`src/rtl/aoi_rr_arbiter.sv`:
```
// Round-robin arbiter for up to eight requesters: registered one-hot grant held until release, then a one-cycle gap.
// Define AOI_RR_ARBITER_TIMEOUT_EN to force a release after MAX_HOLD cycles and pulse TIMEOUT on that release.
module aoi_rr_arbiter #(
    parameter int NREQ     = 4,
    parameter int MAX_HOLD = 15
) (
    input  logic                    CK,
    input  logic                    RN,
    input  logic [NREQ-1:0]         REQ,
    output logic [NREQ-1:0]         GNT,
    output logic                    GNT_VALID,
    output logic [$clog2(NREQ)-1:0] GNT_ID,
    output logic                    TIMEOUT
);
    localparam int IDW = $clog2(NREQ);
    localparam logic [IDW-1:0] LAST_IDX = IDW'(NREQ - 1);

    if (NREQ < 2 || NREQ > 8) begin : g_bad_nreq
        $error("aoi_rr_arbiter: NREQ must be in 2..8");
    end
    if (MAX_HOLD < 1 || MAX_HOLD > 255) begin : g_bad_max_hold
        $error("aoi_rr_arbiter: MAX_HOLD must be in 1..255");
    end

    typedef enum logic [1:0] {
        IDLE = 2'd0,
        BUSY = 2'd1,
        GAP  = 2'd2
    } state_t;

    state_t          state, state_nxt;
    logic [IDW-1:0]  owner, owner_nxt;
    logic [IDW-1:0]  ptr, ptr_nxt;
    logic [7:0]      cnt, cnt_nxt;
    logic            timeout_nxt;
    logic            arb_hit;
    logic [IDW-1:0]  arb_idx;
    logic [NREQ-1:0] gnt_nxt;

    // Scan REQ from ptr upward, wrapping at NREQ (not at a power of two).
    always_comb begin
        arb_hit = 1'b0;
        arb_idx = '0;
        for (int k = 0; k < NREQ; k++) begin
            int             pos;
            logic [IDW-1:0] pos_idx;
            pos = int'(ptr) + k;
            if (pos >= NREQ) pos = pos - NREQ;
            pos_idx = IDW'(pos);
            if (!arb_hit && REQ[pos_idx]) begin
                arb_hit = 1'b1;
                arb_idx = pos_idx;
            end
        end
    end

    always_comb begin
        state_nxt   = state;
        owner_nxt   = owner;
        ptr_nxt     = ptr;
        cnt_nxt     = cnt;
        timeout_nxt = 1'b0;
        case (state)
            IDLE, GAP: begin
                state_nxt = IDLE;
                if (arb_hit) begin
                    state_nxt = BUSY;
                    owner_nxt = arb_idx;
                    ptr_nxt   = (arb_idx == LAST_IDX) ? '0 : arb_idx + 1'b1;
                    cnt_nxt   = '0;
                end
            end
            BUSY: begin
                if (!REQ[owner]) begin
                    state_nxt = GAP;
`ifdef AOI_RR_ARBITER_TIMEOUT_EN
                end else if (cnt == 8'(MAX_HOLD - 1)) begin
                    state_nxt   = GAP;
                    timeout_nxt = 1'b1;
`endif
                end else if (cnt != 8'hFF) begin
                    cnt_nxt = cnt + 8'd1;
                end
            end
            default: state_nxt = IDLE;
        endcase
    end

    always_comb begin
        gnt_nxt = '0;
        if (state_nxt == BUSY) gnt_nxt[owner_nxt] = 1'b1;
    end

    // Outputs come straight from flops so nothing combinational reaches them from REQ.
    always_ff @(posedge CK or negedge RN) begin
        if (!RN) begin
            state     <= IDLE;
            owner     <= '0;
            ptr       <= '0;
            cnt       <= '0;
            GNT       <= '0;
            GNT_VALID <= 1'b0;
            GNT_ID    <= '0;
            TIMEOUT   <= 1'b0;
        end else begin
            state     <= state_nxt;
            owner     <= owner_nxt;
            ptr       <= ptr_nxt;
            cnt       <= cnt_nxt;
            GNT       <= gnt_nxt;
            GNT_VALID <= (state_nxt == BUSY);
            GNT_ID    <= (state_nxt == BUSY) ? owner_nxt : '0;
            TIMEOUT   <= timeout_nxt;
        end
    end

endmodule

```
`config.mk`:
```
export PLATFORM = sky130hd
export DESIGN_NAME = aoi_rr_arbiter
export DESIGN_NICKNAME = d
export VERILOG_FILES = /design/src/rtl/aoi_rr_arbiter.sv
export SDC_FILE = /design/constraint.sdc
export NUM_CORES = 1
export LEC_CHECK = 0
export BUFFER_PORTS_ARGS = -buffer_cell sky130_fd_sc_hd__buf_2
export CAP_MARGIN = 20
export CORE_AREA = 8 8 45 47
export DETAILED_ROUTE_END_ITERATION = 10
export DIE_AREA = 0 0 53 55
export PLACE_DENSITY = 0.64
export SETUP_SLACK_MARGIN = 0.15
export SYNTH_ARGS = -nofsm -noshare
export SYNTH_HDL_FRONTEND = slang
export SYNTH_SLANG_ARGS = --single-unit
```
`constraint.sdc`:
```
create_clock -name CK -period 2.02 [get_ports CK]
set_input_delay 0.404 -clock CK [delete_from_list [all_inputs] [get_ports CK]]
set_output_delay 0.404 -clock CK [all_outputs]
set_load 0.01 [all_outputs]
```
Yosys cells after proc, flatten, opt, wreduce, memory -nomap -nowiden
Index checks and enable logic that the tools add are counted.
Operators by class
  add/sub/neg operators: 8
  $lt $le $gt $ge: 11
  eq/ne operators: 4
  reduce and logical (&&, ||, !) cells: 10
  multiplexer cells: 32
Operators with widths (count)
  2-to-1 mux 2 bit: 13
  less-than comparator 2 x 3 -> 1 bit (second input constant): 6
  2-to-1 mux 1 bit: 11
  binary-select mux 1 bit (select 2 bit): 5
  >= comparator 3 bit (second input constant): 3
  subtractor 2 x 1 -> 2 bit (second input constant): 4
  adder 2 x 2 -> 3 bit (second input constant): 2
  equality test 2 x 1 -> 1 bit (second input constant): 2
  equality test 2 bit (second input constant): 2
  logical AND 1 bit: 4
  2-to-1 mux 4 bit: 1
  one-hot mux 2 bit (2 select lines): 1
  adder 2 x 1 -> 3 bit (second input constant): 1
  >= comparator 2 x 3 -> 1 bit (second input constant): 1
  logical NOT 1 bit: 3
  adder 2 x 1 -> 2 bit (second input constant): 1
  demux 1 bit (select 2 bit): 1
  >= comparator 2 x 1 -> 1 bit (second input constant): 1
  logical NOT 2 bit: 1
  AND reduction 2 bit: 1
  OR reduction 2 bit: 1
Word-level totals
  register bits: 13
  logic and storage cells: 71
  input port bits: 6

Logic depth before layout (Yosys ltp)
  depth in word-level cells: 21
  depth in mapped cells: 5

Worst setup path before layout
OpenSTA, ideal clock, no wires.
  path type: in2reg
  start: in REQ[3]
  end: reg GNT[3]
  stages on the path: 5
  arrival: 1.394 ns
  path slack: 0.507 ns
  path through: mux4_2 nand3b_2 inv_2 a22o_1 and2_1
On the way
  cells in the longest elaborated chain, start to end: 19
RTL lines
  start, declared: RTL line 9  | input logic [NREQ-1:0] REQ,
  binary-select mux 1 bit (select 2 bit): RTL line 50  | if (!arb_hit && REQ[pos_idx]) begin
  2-to-1 mux 1 bit (not written as such): RTL line 50
  2-to-1 mux 1 bit: RTL line 50
  logical NOT 1 bit: RTL line 50
  logical AND 1 bit: RTL line 50
  2-to-1 mux 1 bit: RTL line 50
  logical NOT 1 bit: RTL line 50
  logical AND 1 bit: RTL line 50
  (+4 left out)
  2-to-1 mux 2 bit: RTL line 66  | if (arb_hit) begin
  2-to-1 mux 2 bit: RTL line 63  | case (state)
  less-than comparator 2 x 3 -> 1 bit (not written as such) / >= comparator 2 x 1 -> 1 bit (equally long branches): RTL line 91  | if (state_nxt == BUSY) gnt_nxt[owner_nxt] = 1'b1;
  logical AND 1 bit (not written as such): RTL line 91
  2-to-1 mux 1 bit (not written as such): RTL line 91
  demux 1 bit (select 2 bit): RTL line 91
  2-to-1 mux 4 bit (*): RTL line 91
  net gnt_nxt[3]: RTL line 38  | logic [NREQ-1:0] gnt_nxt;
  end signal, assigned: RTL line 110  | GNT <= gnt_nxt;
  end, declared: RTL line 10  | output logic [NREQ-1:0] GNT,
Mark *: on every way through the listed nets, which the timed path passes. The rest lies on a longest branch. The select of a mux whose other input is x is not followed.
A chain may end at the register's enable or synchronous reset.

Worst setup path after layout
  start: reg owner[0]
  end: reg GNT[3]
On the way
  cells in the longest elaborated chain, start to end: 7
RTL lines
  start, declared: RTL line 32  | logic [IDW-1:0] owner, owner_nxt;
  start signal, assigned: RTL line 107  | owner <= owner_nxt;
  2-to-1 mux 2 bit: RTL line 66
  2-to-1 mux 2 bit: RTL line 63
  less-than comparator 2 x 3 -> 1 bit (not written as such) / >= comparator 2 x 1 -> 1 bit (equally long branches): RTL line 91
  logical AND 1 bit (not written as such): RTL line 91
  2-to-1 mux 1 bit (not written as such): RTL line 91
  demux 1 bit (select 2 bit): RTL line 91
  2-to-1 mux 4 bit (*): RTL line 91
  net gnt_nxt[3]: RTL line 38
Marks and branches as above.

==> results.md <==
* # resized after CTS at 0
* Clock skew at 0.004228 ns
* Routed vias/inst at 4.927
* Number of buffers created by CTS at 3
* LEAKAGE at 0.3331 nW
* Routability cong. at 0.8150
* Required time of the critical path at 2.18 ns
* DRC viols at 0
* Post-DP HPWL at 837 microns
* Outcome: complete, but fails checks
* Clk pin slew, worst setup/hold paths at 0.08 ns
* Yosys cell types at 26
* Violated checks: hold timing
* Peak VDD IR at 0.7787 mV
* Root buffer cell: clkbuf_4
* Layout Nets at 73
* Initial antenna violation count at 0
* Crit-path max cell delay at 0.53 ns
* Synth warn at 0
* Hold Crit Class: in -> async
* Post-CTS Repair Setup Buffers at 0
* Max Fclk at 0.6408 GHz
* Die X-Extent at 53 microns
* Cell Rows at 14
* Clk sink count at 13
* Total GRT Usage at 9.202%
* Core area at 1384 sq um
* Via count at 404
* Fin. Hold Viols at 9
* Area of the mapped netlist at 579.3 sq um
* Max-cap violations at 0
* Worst hold slack at -0.007143 ns
* 1st-iter DRT viols at 2
* Fin crit share at 77.25%
* Die Area at 2915 sq um
* Critical path class: reg -> reg
* Area grow syn2layout at 16.41%
* First-pass iteration count of the detailed router at 2
* Worst skew pair latency at 0.27 ns
* Mapped Cells at 52
* Commonest non-fill, non-tap cell in the layout: dfrtp_1
* Routed Antenna Nets at 0
* Final TNS setup at 0 ns
* WP data arrival at 1.73 ns
* Flop and latch count out of synthesis at 13
* PD cells at 1550 nW/um^2
* Largest net degree at the start of global routing at 14
* Worst Setup End Kind: flop
* CTS Hold Bufs at 0
* Most frequent cells in the layout: dfrtp_1, buf_2, nand2_1, a21oi_1
* Design Power at 1.045 mW
* FILL cells at 139
* Min Tclk post-route at 1.561 ns
* Final Max Slew Viols at 0
* CTS HTree Levels at 1
* CTS tree: yes
* Type of origin of the critical path: flop
* Post-synthesis sequential area ratio at 56.16%
* GRT overflow at 0
* Setup violations, final at 0
* Ant diodes at 0
* Top Ports at 14
* First-pass GRT wire length at 1911 microns
* Die height at 55 microns
* RSZ-0062 raised after global routing: false
* DR WL/cell at 13.06 microns
* Share of cells above drive strength 1 at 30.30%
* Crit-path cells: mux4_2 -> nand3b_2 -> inv_2 -> a22o_1 -> and2_1
* Number of global-route vias before repair at 445
* Max Root-Sink Buffers at 2
* Buffers on Ports at 12
* Critical-path top delay cell: mux4_2
* Synth Area per Inst at 11.14 sq um
* Crit Path Max Fanout at 4
* Initial Utilization at 41.86%
* Mapped Nets at 58
* Routed WL at 1071 microns
path summary, 6_finish.rpt:
check / endpoint / slack [ns] / from / cells after the start
max in group asynchronous: GNT[3]$_DFF_PN0_ / 1.81 / RN / 1
max reg2reg: GNT[3]$_DFF_PN0_ / 0.46 / owner[0]$_DFF_PN0_ / 5
min: GNT_ID[0]$_DFF_PN0_ / -0.007 / RN / 1
min reg2reg: state[1]$_DFF_PN0_ / 0.44 / state[1]$_DFF_PN0_ / 1
min in group CK: state[1]$_DFF_PN0_ / 0.44 / state[1]$_DFF_PN0_ / 1
max: GNT[3]$_DFF_PN0_ / 0.46 / owner[0]$_DFF_PN0_ / 5
layout make-up:
cell class,instances,area [sq um],share of cell area [%]
clock buffers,4,26.28,3.896
inverters,2,7.507,1.113
multi-input cells,35,235.2,34.88
flip-flops and latches,13,325.3,48.24
well taps,16,20.02,2.968
repair buffers,12,60.06,8.905
where the power goes:
group	switching (mW)	total, mW	leakage (nW)	internal, mW
Combinational	0.234	0.440	0.156	0.206
Sequential	0.0680	0.446	0.162	0.378
Clock	0.0830	0.159	0.0150	0.0765
Total	0.385	1.05	0.333	0.661
logic make-up after synthesis:
| kind of cell | count (synthesis) | share of synthesized area (%) |
|---|---|---|
| AO/OA/AOI/OAI | 9 | 10.58 |
| XOR/XNOR | 1 | 1.512 |
| buffers and inverters | 4 | 3.238 |
| flip-flops | 13 | 56.16 |
| multiplexers | 3 | 7.559 |
| other | 1 | 0.6473 |
| AND/OR/NAND/NOR | 21 | 20.31 |
worst max-delay path: cells and delay by family (launching register included):
family	cells	cell delay, ns
AOI/OAI and AO/OA	1	0.24
DFF	1	0.37
buffers and inverters	1	0.04
and+or+nand+nor	2	0.28
muxes	1	0.53
sequential cells by signal, summed over array words and instances, names as in the netlist:
name,count
GNT,4
GNT_ID,2
GNT_VALID,1
owner,2
ptr,2
state,2
routing by layer:
layer	GRT usage, %	wire (microns)	vias to the layer above
met5	0	0	-
li1	-	-	203
met2	14.06	523	8
met4	9.914	39	0
met3	2.674	64	4
met1	9.652	444	189
Yosys cell counts (all sizes together):
cell | number | area [sq um]
nand2b | 1 | 6.260
o21ai | 1 | 5.000
xnor2 | 1 | 8.760
mux2i | 1 | 10.01
and2 | 3 | 18.77
nor3b | 2 | 15.01
buf | 1 | 7.510
nand2 | 7 | 26.28
nor2 | 2 | 7.510
or2 | 1 | 6.260
a21oi | 4 | 20.02
nand3b | 2 | 18.77
inv | 2 | 7.500
o22ai | 1 | 6.260
a211oi | 1 | 12.51
mux2 | 1 | 11.26
clkbuf | 1 | 3.750
conb | 1 | 3.750
dfrtp | 13 | 325.3
nor4 | 1 | 6.260
a2bb2oi | 1 | 8.760
a22o | 1 | 8.760
mux4 | 1 | 22.52
nor2b | 2 | 12.51
stage by stage:
| step | hold slack [ns] | worst slack, ns | std cells | instance area [sq um] | util, % |
|---|---|---|---|---|---|
| CTS | 0.004118 | 0.4474 | 82 | 674.4 | 48.73 |
| global placement | 0.2959 | 0.3216 | 78 | 648.1 | 46.84 |
| global route | 0.01806 | 0.3746 | 82 | 674.4 | 48.73 |
| floorplan | 0.1084 | 0.5066 | 52 | 579.3 | - |
| detailed placement | 0.3007 | 0.3093 | 78 | 648.1 | 46.84 |
| finish | -0.007143 | 0.4595 | 82 | 674.4 | 48.73 |
Power figures use the tool's default switching activity.
